--- config.mk ---
export PLATFORM = sky130hd
export DESIGN_NAME = pulse_train_gen
export DESIGN_NICKNAME = d
export VERILOG_FILES = /design/src/rtl/pg_pkg.sv /design/src/rtl/pg_down_counter.sv /design/src/rtl/pulse_train_gen.sv
export SDC_FILE = /design/constraint.sdc
export NUM_CORES = 1
export LEC_CHECK = 0
export BUFFER_PORTS_ARGS = -buffer_cell sky130_fd_sc_hd__buf_4
export CORE_UTILIZATION = 54
export DETAILED_ROUTE_END_ITERATION = 10
export GPL_ROUTABILITY_DRIVEN = 0
export PLACE_DENSITY = 0.77
export SYNTH_ARGS = -nofsm -noshare
export SYNTH_HDL_FRONTEND = slang
export SYNTH_SLANG_ARGS = --single-unit
--- constraint.sdc ---
create_clock -name clk -period 3.9 [get_ports clk]
set_clock_uncertainty 0.05 [all_clocks]
set_input_delay 0.195 -clock clk [delete_from_list [all_inputs] [get_ports clk]]
set_output_delay 0.195 -clock clk [all_outputs]
set_load 0.02 [all_outputs]
--- src/rtl/pg_pkg.sv ---
// Shared definitions for the pulse train generator: FSM state encoding and default field width.
package pg_pkg;

  localparam int PG_DEFAULT_WIDTH = 8;

  typedef enum logic [1:0] {
    ST_IDLE  = 2'd0,
    ST_DELAY = 2'd1,
    ST_HIGH  = 2'd2,
    ST_LOW   = 2'd3
  } pg_state_e;

endpackage

--- src/rtl/pg_down_counter.sv ---
// Loadable down-counter that times every phase of the pulse train.
// Load wins over decrement; the count saturates at zero, where tc_o is high.
module pg_down_counter
  import pg_pkg::*;
#(
  parameter int WIDTH = PG_DEFAULT_WIDTH
) (
  input  logic             clk,
  input  logic             rst,
  input  logic             load_i,
  input  logic [WIDTH-1:0] load_val_i,
  input  logic             dec_i,
  output logic             tc_o
);

  logic [WIDTH-1:0] count_q;

  always_ff @(posedge clk or negedge rst) begin
    if (!rst) begin
      count_q <= '0;
    end else if (load_i) begin
      count_q <= load_val_i;
    end else if (dec_i && (count_q != '0)) begin
      count_q <= count_q - WIDTH'(1);
    end
  end

  assign tc_o = (count_q == '0);

endmodule

--- src/rtl/pulse_train_gen.sv ---
// Programmable pulse train generator: optional start delay, then n_pulses pulses of
// high cycles separated by low cycles, or an endless train until abort.
module pulse_train_gen
  import pg_pkg::*;
#(
  parameter int WIDTH = PG_DEFAULT_WIDTH
) (
  input  logic             clk,
  input  logic             rst,
  input  logic             start,
  input  logic             abort,
  input  logic [WIDTH-1:0] delay,
  input  logic [WIDTH-1:0] high,
  input  logic [WIDTH-1:0] low,
  input  logic [WIDTH-1:0] n_pulses,
  output logic             out,
  output logic             busy,
  output logic             done,
  output logic [WIDTH-1:0] pulse_count
);

  pg_state_e        state_q, state_d;
  logic [WIDTH-1:0] hm1_q, hm1_d;
  logic [WIDTH-1:0] low_q, low_d;
  logic [WIDTH-1:0] n_q, n_d;
  logic [WIDTH-1:0] pc_q, pc_d;
  logic             out_q, out_d;
  logic             busy_q, busy_d;
  logic             done_q, done_d;

  logic [WIDTH-1:0] hm1_in;
  logic [WIDTH-1:0] pc_inc;
  logic             cnt_load;
  logic [WIDTH-1:0] cnt_val;
  logic             cnt_dec;
  logic             cnt_tc;

  // A zero high time behaves as one cycle, so the stored reload value is max(high,1)-1.
  assign hm1_in = (high == '0) ? '0 : (high - WIDTH'(1));

  pg_down_counter #(
    .WIDTH(WIDTH)
  ) u_cnt (
    .clk       (clk),
    .rst       (rst),
    .load_i    (cnt_load),
    .load_val_i(cnt_val),
    .dec_i     (cnt_dec),
    .tc_o      (cnt_tc)
  );

  always_comb begin
    state_d  = state_q;
    hm1_d    = hm1_q;
    low_d    = low_q;
    n_d      = n_q;
    pc_d     = pc_q;
    done_d   = 1'b0;
    cnt_load = 1'b0;
    cnt_val  = '0;
    cnt_dec  = 1'b0;
    pc_inc   = pc_q + WIDTH'(1);

    if ((state_q != ST_IDLE) && abort) begin
      state_d = ST_IDLE;
    end else begin
      case (state_q)
        ST_IDLE: begin
          if (start && !abort) begin
            hm1_d    = hm1_in;
            low_d    = low;
            n_d      = n_pulses;
            pc_d     = '0;
            cnt_load = 1'b1;
            if (delay != '0) begin
              state_d = ST_DELAY;
              cnt_val = delay - WIDTH'(1);
            end else begin
              state_d = ST_HIGH;
              cnt_val = hm1_in;
            end
          end
        end
        ST_DELAY: begin
          if (cnt_tc) begin
            state_d  = ST_HIGH;
            cnt_load = 1'b1;
            cnt_val  = hm1_q;
          end else begin
            cnt_dec = 1'b1;
          end
        end
        ST_HIGH: begin
          if (cnt_tc) begin
            pc_d = pc_inc;
            // n_pulses of zero never matches, so continuous trains only end on abort.
            if ((n_q != '0) && (pc_inc == n_q)) begin
              state_d = ST_IDLE;
              done_d  = 1'b1;
            end else if (low_q != '0) begin
              state_d  = ST_LOW;
              cnt_load = 1'b1;
              cnt_val  = low_q - WIDTH'(1);
            end else begin
              cnt_load = 1'b1;
              cnt_val  = hm1_q;
            end
          end else begin
            cnt_dec = 1'b1;
          end
        end
        ST_LOW: begin
          if (cnt_tc) begin
            state_d  = ST_HIGH;
            cnt_load = 1'b1;
            cnt_val  = hm1_q;
          end else begin
            cnt_dec = 1'b1;
          end
        end
        default: state_d = ST_IDLE;
      endcase
    end

    out_d  = (state_d == ST_HIGH);
    busy_d = (state_d != ST_IDLE);
  end

  always_ff @(posedge clk or negedge rst) begin
    if (!rst) begin
      state_q <= ST_IDLE;
      hm1_q   <= '0;
      low_q   <= '0;
      n_q     <= '0;
      pc_q    <= '0;
      out_q   <= 1'b0;
      busy_q  <= 1'b0;
      done_q  <= 1'b0;
    end else begin
      state_q <= state_d;
      hm1_q   <= hm1_d;
      low_q   <= low_d;
      n_q     <= n_d;
      pc_q    <= pc_d;
      out_q   <= out_d;
      busy_q  <= busy_d;
      done_q  <= done_d;
    end
  end

  assign out         = out_q;
  assign busy        = busy_q;
  assign done        = done_q;
  assign pulse_count = pc_q;

endmodule

# Word-level counts from Yosys, hierarchy flattened
# Cells that the tools add are included.
# classes
multipliers,0
n_shift,0
n_reduce_logical,20
magnitude_cmp,0
div,0
eq_ne,7
mux,35
n_bitwise,1
addsub,5
# op_table
operator,count
two-way mux 8 bit,12
nonzero test 8 bit,4
"subtractor 8 x 1 -> 8 bit, second input constant",4
case mux 8 bit (3 select lines),1
zero test 8 bit,2
case mux 8 bit (2 select lines),1
two-way mux 2 bit,7
two-way mux 1 bit,12
"adder 8 x 1 -> 8 bit, second input constant",1
== test 8 bit,1
nonzero test 2 bit,4
"== test 2 bit, second input constant",3
case mux 2 bit (3 select lines),1
logical AND 1 bit,4
"inequality test 2 bit, second input constant",2
AND reduction 4 bit,1
case mux 1 bit (3 select lines),1
AND reduction 3 bit,1
OR reduction 3 bit,1
"== test 2 x 1 -> 1 bit, second input constant",1
zero test 2 bit,1
OR reduction 2 bit,1
zero test 1 bit,1
inverter 1 bit,1
# word_totals
reg_bits,45
latchBits,0
n_memories,0
inputBits,36
out_inout_bits,11
elab_cells,77
mem_bits_rw,0
rom_bits,0

# Depth between registers and ports, before layout
# Gate-level depths: netlist (run 1).
# depth
word_depth,8
ltp_mapped,10
depth_no_buf,9

# Cells and area by module
# A second synthesis (run 1) with hierarchy kept.
# hier_totals
cells_unflattened,367
area_unflattened_um2,2970.3
# by_module_without_submodules
module,cells_each,seq_area_each_um2,n_inst,area_each_um2
pulse_train_gen,309,925.9,1,2442.3
pg_down_counter,58,200.2,1,528.0

# Worst setup path before layout (run 1)
# Ideal clock, no wire load.
# synth_path
path_kind,reg-to-reg
start,register u_cnt.count_q[0]
end,register u_cnt.count_q[2]
arrival_time_ns,2.784
path_stages_with_launch,10
period_less_slack_ns,2.960
path_slack_ns,0.940
required_ns,3.724
path_buffers,0
setup_ns,0.126
cell_sequence,dfrtp_1 inv_1 ha_1 or4b_4 or4_4 or3_1 a211o_1 o22ai_4 o21ai_0 a221o_1
# synth_between
elab_chain_cells,6
elab_cells_between_ends,18
cone_classes,1 x add/sub; 13 x mux; 4 x reduce/logical
# synth_lines
element,line_no,text
from (decl),pg_down_counter.sv:16,logic [WIDTH-1:0] count_q;
from (signal assigned),pg_down_counter.sv:22,count_q <= load_val_i;
from (signal assigned),pg_down_counter.sv:24,count_q <= count_q - WIDTH'(1);
branches (longest 6 deep; another with subtractor 8 x 1 -> 8 bit),-,
# Several ways; the timed one is not identified. The select of a mux whose other input is x is not followed.
# A chain may end at the register's enable or synchronous reset.

# Worst setup path after layout (run 1)
# Ends and elaborated chain as after synthesis.

==> qor.txt, run 1 <==
Final setup violation count: 0
Die area: 0.00586 sq mm
First-pass GRT wire length: 12200 microns
Skew-Pair Late Insertion Delay: 0.30 ns
Min Tclk post-route: 3.41 ns
Peak supply drop: 337 uV
Top Usage Layer GRT: met1
Via density: 5.95
Overall power: 1.60 mW
Unique masters post-synth: 56
Hold slack: 0.0249 ns
Post-synthesis sequential area ratio: 37.5%
Die Wd: 76.5 microns
Clock root cell: clkbuf_8
Final wirelength: 7210 microns
CP max FO: 16
Routed len/inst: 15.3 microns
Synthesized area per cell: 8.35 sq um
Slew headroom: 32.3%
Slowest CP cell: or4_4
Run status: finished clean
Int Power: 1.04 mW
Initial antenna violation count: 0
DIE HEIGHT: 76.5 microns
Cells after synthesis: 359
FILL cells: 465
CTS tree: built
Antenna cells: 0
CP peak stage delay: 0.53 ns
Detailed Route Iter0 Violations: 250
Least-Margin Pin Slew: 1.01 ns
# rows: 26
Fin nets: 443
FF+latch count, synth: 45
Routed Antenna Nets: 0
Fmax: 293 MHz
Vias in the first global route: 2567
RSZ-0062 raised after global routing: false
Area Growth Syn to Fin: 18.3%
Post-synth EDFFs: 0
Starting Density: 57.3%
Hold Crit Class: primary input to flop
DR vias: 2804
Post-detail-place hpwl: 5370 microns
Syn_nets: 402
I/O Buffers: 46
Drc violations: 0
Required time worst endpoint: 4.04 ns
Worst setup EP type: flop
Area of the core: 0.00524 sq mm
Critical Path, Cell by Cell: inv_1, ha_1, or4b_4, or4_4, or3_1, a211o_1, o22ai_4, o21ai_0, a221o_1
Final Hold Vio Count: 0
Combinational Power Share: 30.5%
Buf/Inv on CP: 1
GRT Util Overall: 26.2%
Leak: 1.63 nW
Maxcap violations: 0
Depth of the CTS H-tree: 2
First-pass iteration count of the detailed router: 4
Layout cells sized above 1: 16.5%
Critical Path Source Type: flop
I/O pins: 47
Kind of critical path: flop to flop
Post-CTS Setup Inserts: 0
P per Cell Area: 450 mW/mm^2
Total grt overflow: 0
Sw frac: 34.7%
Family with the most delay on the worst path: simple AND/OR/NAND/NOR gates
Worst-path clk slew: 0.09 ns
Critical Path AT: 3.55 ns
TritonCTS sink count: 45
CTS max path bufs: 2
Met1 Usage GRT: 39.3%
Clock power frac: 26.6%
Psw: 554 uW
Primary FF master, synth: dfrtp_1
GR Layer Usage met2: 38.2%
Met3 GRT Util: 4.43%
Post-synthesis async set-or-reset flop share: 100%
Gates resized, CTS repair: 0
Final TNS setup: 0 ns
Final count of pins violating max slew: 0
Reg power frac: 42.9%
Yosys warning total: 0
Final Cycle Share: 87.5%
CTS Buf Count: 5
Fin util: 67.7%
Mapped cell area: 0.00300 sq mm
Largest net degree at the start of global routing: 46
[power groups by stage]
stage | Sequential [mW] | Combinational (mW) | Clock [mW]
after floorplan | 0.660 | 0.352 | 0
after global placement | 0.687 | 0.465 | 0
after detailed placement | 0.690 | 0.478 | 0
after CTS | 0.682 | 0.485 | 0.430
after global routing | 0.700 | 0.549 | 0.452
final | 0.686 | 0.488 | 0.424
[path summary, 6_finish.rpt]
kind | startpoint | to | slack (ns) | cells past startpoint
worst max-delay path | u_cnt.count_q[0] | u_cnt.count_q[2] | 0.49 | 9
worst max register to register | u_cnt.count_q[0] | u_cnt.count_q[2] | 0.49 | 9
max in group asynchronous | rst | hm1_q[4] | 3.04 | 2
min in group asynchronous | rst | pulse_count[1] | 0.38 | 2
worst min-delay path | low[5] | low_q[5] | 0.02 | 3
worst min register to register | hm1_q[3] | hm1_q[3] | 0.45 | 2
[metrics by stage]
| stage | worst slack [ns] | instances | cell area, sq um |
|---|---|---|---|
| after global routing | 0.251 | 471 | 3550 |
| after global placement | 0.611 | 462 | 3400 |
| after CTS | 0.504 | 471 | 3550 |
| after floorplan | 0.940 | 359 | 3000 |
| after detailed placement | 0.542 | 462 | 3400 |
| final | 0.487 | 471 | 3550 |
[state kept, by name, indices dropped and copies added, names as in the netlist, 2 cells and up]
name / cells
pulse_count: 8
hm1_q: 8
low_q: 8
n_q: 8
u_cnt.count_q: 8
state_q: 2
[synthesized netlist by cell type, drive strengths merged (6+ instances only)]
cell type,count,area (sq um)
nand2,69,259
dfrtp,45,1130
o21ai,24,120
nor2,22,82.6
clkbuf,16,60.1
inv,14,52.6
nor3,12,60.1
xnor2,11,96.3
nor4,10,62.6
xor2,10,87.6
a21oi,9,45.0
and3,8,50.1
o31ai,8,60.1
ha,7,87.6
mux2i,6,60.1
nand3,6,30.0
or3,6,37.5
[routing by layer]
layer  share of wire (%)  up-vias
met5                   0        -
met4                 1.8        0
met3                 5.0       14
met2                  43       90
met1                  50     1308
li1                    -     1392
[logic make-up after synthesis]
group | after synthesis | synth area share, %
AND/OR/NAND/NOR | 161 | 26.7
AO/OA/AOI/OAI | 86 | 20.3
flip-flops | 45 | 37.5
buffers and inverters | 33 | 4.46
XOR/XNOR | 21 | 6.13
adder cells (fa/ha/maj) | 7 | 2.92
multiplexers | 6 | 2.00
[placed cells by master, fill, tap and decap left out, types with 4 or more instances in the layout]
master,instances
a2111oi_0,4
nand3_1,6
ha_1,7
dfrtp_1,45
a21oi_1,9
clkbuf_8,5
xnor2_1,11
o21ai_0,22
and3_1,8
nand2b_1,4
nor4_1,10
xor2_1,10
mux2i_1,6
or3_1,6
nor3_1,11
a31oi_1,4
inv_1,14
and4_1,4
o31ai_1,8
nand2_1,69
nor2_1,22
a211oi_1,4
buf_4,52
and2_1,4
a311oi_1,4
[worst register-to-register path, cell delays in order, from the launching register on]
cell     delay, ns
dfrtp_1       0.40
inv_1         0.10
ha_1          0.19
or4b_4        0.47
or4_4         0.53
or3_1         0.38
a211o_1       0.31
o22ai_4       0.34
o21ai_0       0.16
a221o_1       0.38
[area by class of cell]
class	instances	area, sq um	share of cell area (%)
clock inverter	3	68.8	1.94
tap	70	87.6	2.47
clock buffer	5	68.8	1.94
inverter	14	52.6	1.48
sequential	45	1130	31.7
timing repair buffer	53	400	11.3
multi-input combinational	281	1740	49.2
[timing repair]
action	CTS	global route
hold endpoints to repair	45	0
hold buffers	1	0
setup endpoints to repair	0	0
(Power assumes the default switching activity.)
==> inputs of run 2 (changes only) <==
CORE_UTILIZATION = 52   (was 54)
clock period = 3.11 ns   (was 3.9 ns; I/O delays follow)
==> run 2 against run 1 <==
The flow now finishes with violations (hold timing). Core utilization rose by 2.7 points. Power rose by 38%. Cell count rose by 8.1%. Clock-buffer cell count did not move. Largest cell class unchanged.
==> qor.txt, run 2 (synthesis results as in run 1) <==
Fin nets: 479 (+8.1%)
Met1 Usage GRT: 38.9% (-0.38 points)
Post-detail-place hpwl: 5520 microns (+2.6%)
GRT Util Overall: 28.3% (+2.2 points)
Hold Crit Class: primary input to flop
DIE HEIGHT: 77.9 microns (+1.9%)
Register Area: 0.00113 sq mm (unchanged)
Depth of the CTS H-tree: 2 (unchanged)
Int Power: 1.43 mW (+37%)
TritonCTS sink count: 45 (unchanged)
Final wirelength: 8140 microns (+13%)
Worst setup EP type: flop
GR Layer Usage met2: 46.3% (+8.1 points)
Peak supply drop: 312 uV (-7.4%)
I/O Buffers: 46 (unchanged)
First-pass GRT wire length: 13700 microns (+12%)
Top Usage Layer GRT: met2
Final Instance Count excl. Fillers: 509 (+8.1%)
CTS Buf Count: 5 (unchanged)
Fin util: 70.4% (+2.7 points)
Detailed Route Iter0 Violations: 226 (-9.6%)
Kind of critical path: flop to flop
Multi-input gate area: 0.00179 sq mm (+2.7%)
Final count of pins violating max slew: 0 (unchanged)
Required time worst endpoint: 3.22 ns (-0.82 ns)
Final setup violation count: 0 (unchanged)
Die area: 0.00608 sq mm (+3.7%)
First-pass iteration count of the detailed router: 5 (+1)
Starting Density: 54.1% (-3.1 points)
Critical Path AT: 3.18 ns (-0.37 ns)
Area Growth Syn to Fin: 30.1%
Maxcap violations: 0 (unchanged)
Critical Path Source Type: flop
Final Cycle Share: 98.7% (+11 points)
Placed insts: 482 (+4.3%)
Layout cells sized above 1: 23.6% (+7.1 points)
Reg power frac: 39.4% (-3.5 points)
Antenna cells: 0 (unchanged)
Drc violations: 0 (unchanged)
Psw: 779 uW (+41%)
Slowest CP cell: or4_4
Combinational Power Share: 36.1% (+5.6 points)
Setup WS pre-CTS: -0.0965 ns (-0.638 ns)
Least-Margin Pin Slew: 0.672 ns (-0.339 ns)
Failing checks: hold timing
# rows: 27 (+3.8%)
I/O pins: 47 (unchanged)
Met3 GRT Util: 3.53% (-0.90 points)
P per Cell Area: 566 mW/mm^2 (+26%)
Skew-Pair Late Insertion Delay: 0.30 ns (about the same)
Worst Slack Setup Final: 0.0411 ns (-0.446 ns)
Hold slack: -0.00504 ns (-0.0299 ns)
Final Hold Vio Count: 2 (+2)
DR vias: 3053 (+8.9%)
Clock root cell: clkbuf_8
Total grt overflow: 0 (unchanged)
Via density: 6.00 (+0.75%)
Most common cell after layout, fill and taps aside: buf_4
Worst-path clk slew: 0.09 ns (about the same)
CP peak stage delay: 0.47 ns (-0.06 ns)
CTS tree: built
CP max FO: 6 (-10)
Largest net degree at the start of global routing: 46 (unchanged)
Min Tclk post-route: 3.07 ns (-0.344 ns)
Fmax: 326 MHz (+11%)
Leak: 1.82 nW (+11%)
FILL cells: 439 (-5.6%)
Clock power frac: 24.5% (-2.1 points)
Sw frac: 35.3% (+0.58 points)
Slew headroom: 55.0% (+23 points)
RSZ-0062 raised after global routing: true
Area of the core: 0.00554 sq mm (+5.8%)
Routed Antenna Nets: 0 (unchanged)
Die Wd: 77.9 microns (+1.9%)
Vias in the first global route: 2900 (+13%)
Routed len/inst: 16.0 microns (+4.4%)
Commonest cells after routing, fill and taps aside: buf_4, nand2_1, dfrtp_1
CTS max path bufs: 2 (unchanged)
Run status: complete, but fails checks
Initial antenna violation count: 0 (unchanged)
Critical Path, Cell by Cell: inv_2, ha_4, or4b_4, or4_4, or3_1, a211o_1, o22ai_4, buf_6, and4_1, a211oi_2
## run 2: area by class of cell
type	count	area share, %
Multi-Input combinational cell	281	45.9
Sequential cell	45	28.9
Timing Repair Buffer	89	18.1
Tap cell	72	2.31
Clock buffer	5	1.76
Clock inverter	3	1.76
Inverter	14	1.35
## run 2: what timing repair did
item / in CTS / in global routing
setup endpoints to repair: 3 / 8
endpoints found under the hold margin: 52 / 2
resized for setup: 11 / 7
pin swaps: 8 / 3
setup buffers: 8 / 1
hold buffers: 8 / 2
## run 2: metal layers
metal	wire length, microns	part of all wire, %
met3	473	5.8
met4	243	3.0
met5	0	0
met2	3820	47
met1	3600	44
## run 2: per-stage QoR
step                cell area, sq um  hold slack, ns  TNS [ns]  power [mW]
finish                          3900        -0.00504         0        2.21
global route                    3900         0.00622    -0.193        2.33
CTS                             3850         0.00137    -0.131        2.14
detailed placement              3540           0.142    -0.230        1.51
global placement                3540           0.138  -0.00711        1.48
floorplan                       3000          -0.190         0        1.27
## run 2: path summary, 6_finish.rpt
kind,cells after the start,slack [ns],end,start
max in group asynchronous,2,2.27,hm1_q[2],rst
max reg2reg,10,0.04,u_cnt.count_q[5],u_cnt.count_q[0]
min reg2reg,2,0.44,hm1_q[3],hm1_q[3]
min,3,-0.005,n_q[5],n_pulses[5]
min in group asynchronous,2,0.34,pulse_count[2],rst
max,10,0.04,u_cnt.count_q[5],u_cnt.count_q[0]
## run 2: worst max-delay path: cells and delay by family (launching register included)
family / cells / cell delay (ns)
and+or+nand+nor: 4 / 1.45
DFF: 1 / 0.41
buffers and inverters: 2 / 0.25
adders and majority gates: 1 / 0.13
AOI/OAI and AO/OA: 3 / 0.63
## run 2: power by group through the flow
stage               sequential, mW  combinational (mW)  clock, mW
floorplan                    0.828               0.441          0
global placement             0.857               0.621          0
detailed placement           0.865               0.642          0
CTS                          0.856               0.740      0.540
global route                 0.884               0.882      0.568
finish                       0.870               0.798      0.541
==> inputs of run 3 (changes only) <==
CORE_UTILIZATION = 51   (was 52)
PLACE_DENSITY = 0.76   (was 0.77)
SYNTH_HIERARCHICAL = 1   (was unset)
==> run 3 against run 2 <==
Synthesized cell count increased by 2.2%. Sequential share of layout area is 2.3 points higher. The flow now finishes without violations. Critical endpoint is now u_cnt/count_q[3]. Combinational power is 40% higher.
==> qor.txt, run 3 <==
Hold Crit Class: primary input to flop
Final setup violation count: 0 (unchanged)
Routed Antenna Nets: 0 (unchanged)
Fmax: 346 MHz (+6.1%)
Post-synthesis async set-or-reset flop share: 100% (unchanged)
Unique masters post-synth: 52 (-7.1%)
Slew headroom: 58.1% (+3.0 points)
Worst Slack Setup Final: 0.217 ns (+0.176 ns)
Placed insts: 476 (-1.2%)
First-pass iteration count of the detailed router: 5 (unchanged)
Required time worst endpoint: 3.28 ns (+0.06 ns)
Dominant cell type by area after synthesis: dfrtp_1
Yosys warning total: 6 (+6)
Final Instance Count excl. Fillers: 497 (-2.4%)
Worst-path clk slew: 0.09 ns (about the same)
Setup WS pre-CTS: 0.242 ns (+0.338 ns)
Sw frac: 43.0% (+7.7 points)
Commonest cells post-synth: nand2_1, dfrtp_1, o21ai_0
Die area: 0.00613 sq mm (+0.95%)
Final wirelength: 7520 microns (-7.5%)
Syn_nets: 410 (+2.0%)
DIE HEIGHT: 78.3 microns (+0.47%)
Reg power frac: 41.6% (+2.2 points)
Gates resized, CTS repair: 0 (-11)
Compound-gate portion of the synthesized area: 19.0% (-1.3 points)
RSZ-0062 raised after global routing: false
CTS max path bufs: 2 (unchanged)
R2r endpoint: u_cnt/count_q[3]
Vias in the first global route: 2828 (-2.5%)
First-pass GRT wire length: 13000 microns (-5.3%)
Most common cell after layout, fill and taps aside: nand2_1
Final count of pins violating max slew: 0 (unchanged)
Run status: finished clean
FILL cells: 504 (+15%)
Commonest cells after routing, fill and taps aside: nand2_1, buf_4, dfrtp_1
Post-synth EDFFs: 0 (unchanged)
Area of the core: 0.00557 sq mm (+0.61%)
Largest net degree at the start of global routing: 46 (unchanged)
Drc violations: 0 (unchanged)
Fin util: 64.9% (-5.6 points)
XOR/XNOR share of the synthesized area: 7.08% (+0.94 points)
I/O pins: 47 (unchanged)
Least-Margin Pin Slew: 0.623 ns (-0.0490 ns)
Post-detail-place hpwl: 5570 microns (+1.0%)
CP max FO: 5 (-1)
Hold Path Origin: low[4]
CTS tree: built
Most instantiated library cell after synthesis: nand2_1
Total grt overflow: 0 (unchanged)
Post-synthesis sequential area ratio: 37.9% (+0.36 points)
Leak: 1.62 nW (-11%)
Combinational Power Share: 43.4% (+7.3 points)
GRT Util Overall: 26.9% (-1.4 points)
P per Cell Area: 714 mW/mm^2 (+26%)
Routed len/inst: 15.1 microns (-5.3%)
I/O Buffers: 46 (unchanged)
Post-Synth Simple-Gate Area: 28.5% (+1.8 points)
Final TNS setup: 0 ns (unchanged)
FF-to-FF Start: pulse_count[1]
R2r worst-path depth: 9 (-1)
Kind of critical path: flop to flop
Synthesized area per cell: 8.09 sq um (-3.1%)
Starting Density: 53.3% (-0.84 points)
Worst hold endpoint: low_q[4]
Largest family of logic cells by synthesized area: simple AND/OR/NAND/NOR gates
Worst setup EP type: flop
FF+latch count, synth: 45 (unchanged)
Critical Path AT: 3.06 ns (-0.12 ns)
Cells after synthesis: 367 (+2.2%)
Peak supply drop: 460 uV (+47%)
Die Wd: 78.3 microns (+0.47%)
Critical Path Source Type: flop
Clock root cell: clkbuf_8
Mapped cell area: 0.00297 sq mm (-0.96%)
Final Cycle Share: 93.0% (-5.7 points)
Share of the synthesized area in the top cell type: 37.9% (+0.36 points)
Detailed Route Iter0 Violations: 213 (-5.8%)
Min Tclk post-route: 2.89 ns (-0.176 ns)
Ranking of synthesized cells by area: dfrtp_1, nand2_1, o21ai_0, xnor2_1, a21oi_1
# rows: 27 (unchanged)
CP startpoint: pulse_count[1]
Skew-Pair Late Insertion Delay: 0.30 ns (about the same)
DR vias: 2894 (-5.2%)
Initial antenna violation count: 0 (unchanged)
Psw: 1.11 mW (+43%)
TritonCTS sink count: 45 (unchanged)
Post-synthesis mux area share: 1.01% (-0.99 points)
Layout cells sized above 1: 16.0% (-7.6 points)
Antenna cells: 0 (unchanged)
Adder-cell share of the synthesized area: 2.95% (+0.028 points)
Area Growth Syn to Fin: 21.7%
Post-CTS Setup Inserts: 0 (-8)
Maxcap violations: 0 (unchanged)
Depth of the CTS H-tree: 2 (unchanged)
Hold Path Stages: 3 (unchanged)
CTS Buf Count: 5 (unchanged)
Via density: 5.82 (-2.9%)
Fin nets: 467 (-2.5%)
Reg2reg setup slack: 0.22 ns (+0.18 ns)
Primary FF master, synth: dfrtp_1
Int Power: 1.47 mW (+3.0%)
Final Hold Vio Count: 0 (-2)
Hold slack: 0.00122 ns (+0.00627 ns)
Clock power frac: 14.9% (-9.6 points)
==> run 3: cell count changes after synthesis, sizes merged, moves of 5 or more <==
cell / before / now
a21oi: 9 / 20
and3: 8 / 0
clkbuf: 16 / 11
nand2: 69 / 79
nor4: 10 / 5
o21ai: 24 / 31
o22ai: 3 / 8
==> run 3: cell type report <==
cell class	count	area [sq um]	share of cell area, %
Sequential cell	45	1130	31.1
Multi-Input combinational cell	294	1740	48.0
Timing Repair Buffer	65	520	14.4
Tap cell	72	90.1	2.49
Inverter	13	48.8	1.35
Clock inverter	3	25.0	0.692
Clock buffer	5	68.8	1.90
==> run 3: what timing repair did <==
| action | in CTS | in global routing |
|---|---|---|
| endpoints found under the hold margin | 57 | 0 |
| hold buffers | 13 | 0 |
| endpoints found under the setup margin | 0 | 0 |
==> run 3: logic make-up (layout without fill, tap and decap cells) <==
| kind of cell | after synthesis | in the layout |
|---|---|---|
| simple gates | 170 | 170 |
| fa+ha+maj | 7 | 7 |
| flops | 45 | 45 |
| compound gates | 90 | 90 |
| mux | 3 | 3 |
| buf+inv | 28 | 86 |
| xor+xnor | 24 | 24 |
==> run 3: worst max path at each step <==
stage | end | slack [ns]
floorplan | u_cnt/count_q[3] | 0.31
global placement | u_cnt/count_q[3] | 0.37
detailed placement | u_cnt/count_q[3] | 0.24
CTS | u_cnt/count_q[3] | 0.24
global route | u_cnt/count_q[3] | 0.04
finish | u_cnt/count_q[3] | 0.22
==> run 3: per-layer routing <==
layer / GRT usage [%] / share of wire [%] / wire length (microns) / up-vias
li1: - / - / - / 1425
met1: 35.3 / 46 / 3440 / 1359
met2: 45.1 / 47 / 3540 / 99
met3: 3.95 / 5.0 / 379 / 11
met4: 9.63 / 2.1 / 156 / 0
met5: 0 / 0 / 0 / -
==> run 3: power by group through the flow <==
stage	clock (mW)	combinational (mW)	sequential, mW
finish	0.385	1.12	1.08
floorplan	0	0.841	1.00
global route	0.407	1.28	1.11
detailed placement	0	1.10	1.08
global placement	0	1.07	1.07
CTS	0.390	1.12	1.07
==> run 3: critical path, cell delays in order, from the launching register on <==
cell      delay (ns)
dfrtp_1         0.44
ha_1            0.34
xor2_1          0.18
a211o_1         0.23
nor4_1          0.36
nand4_1         0.25
a21oi_1         0.19
o21ai_0         0.13
or4_1           0.49
o221ai_1        0.17
==> run 3: stage by stage <==
step / power [mW] / cell area (sq um)
after floorplan: 1.84 / 2970
after global routing: 2.80 / 3620
final: 2.58 / 3620
after global placement: 2.14 / 3390
after CTS: 2.58 / 3620
after detailed placement: 2.18 / 3390
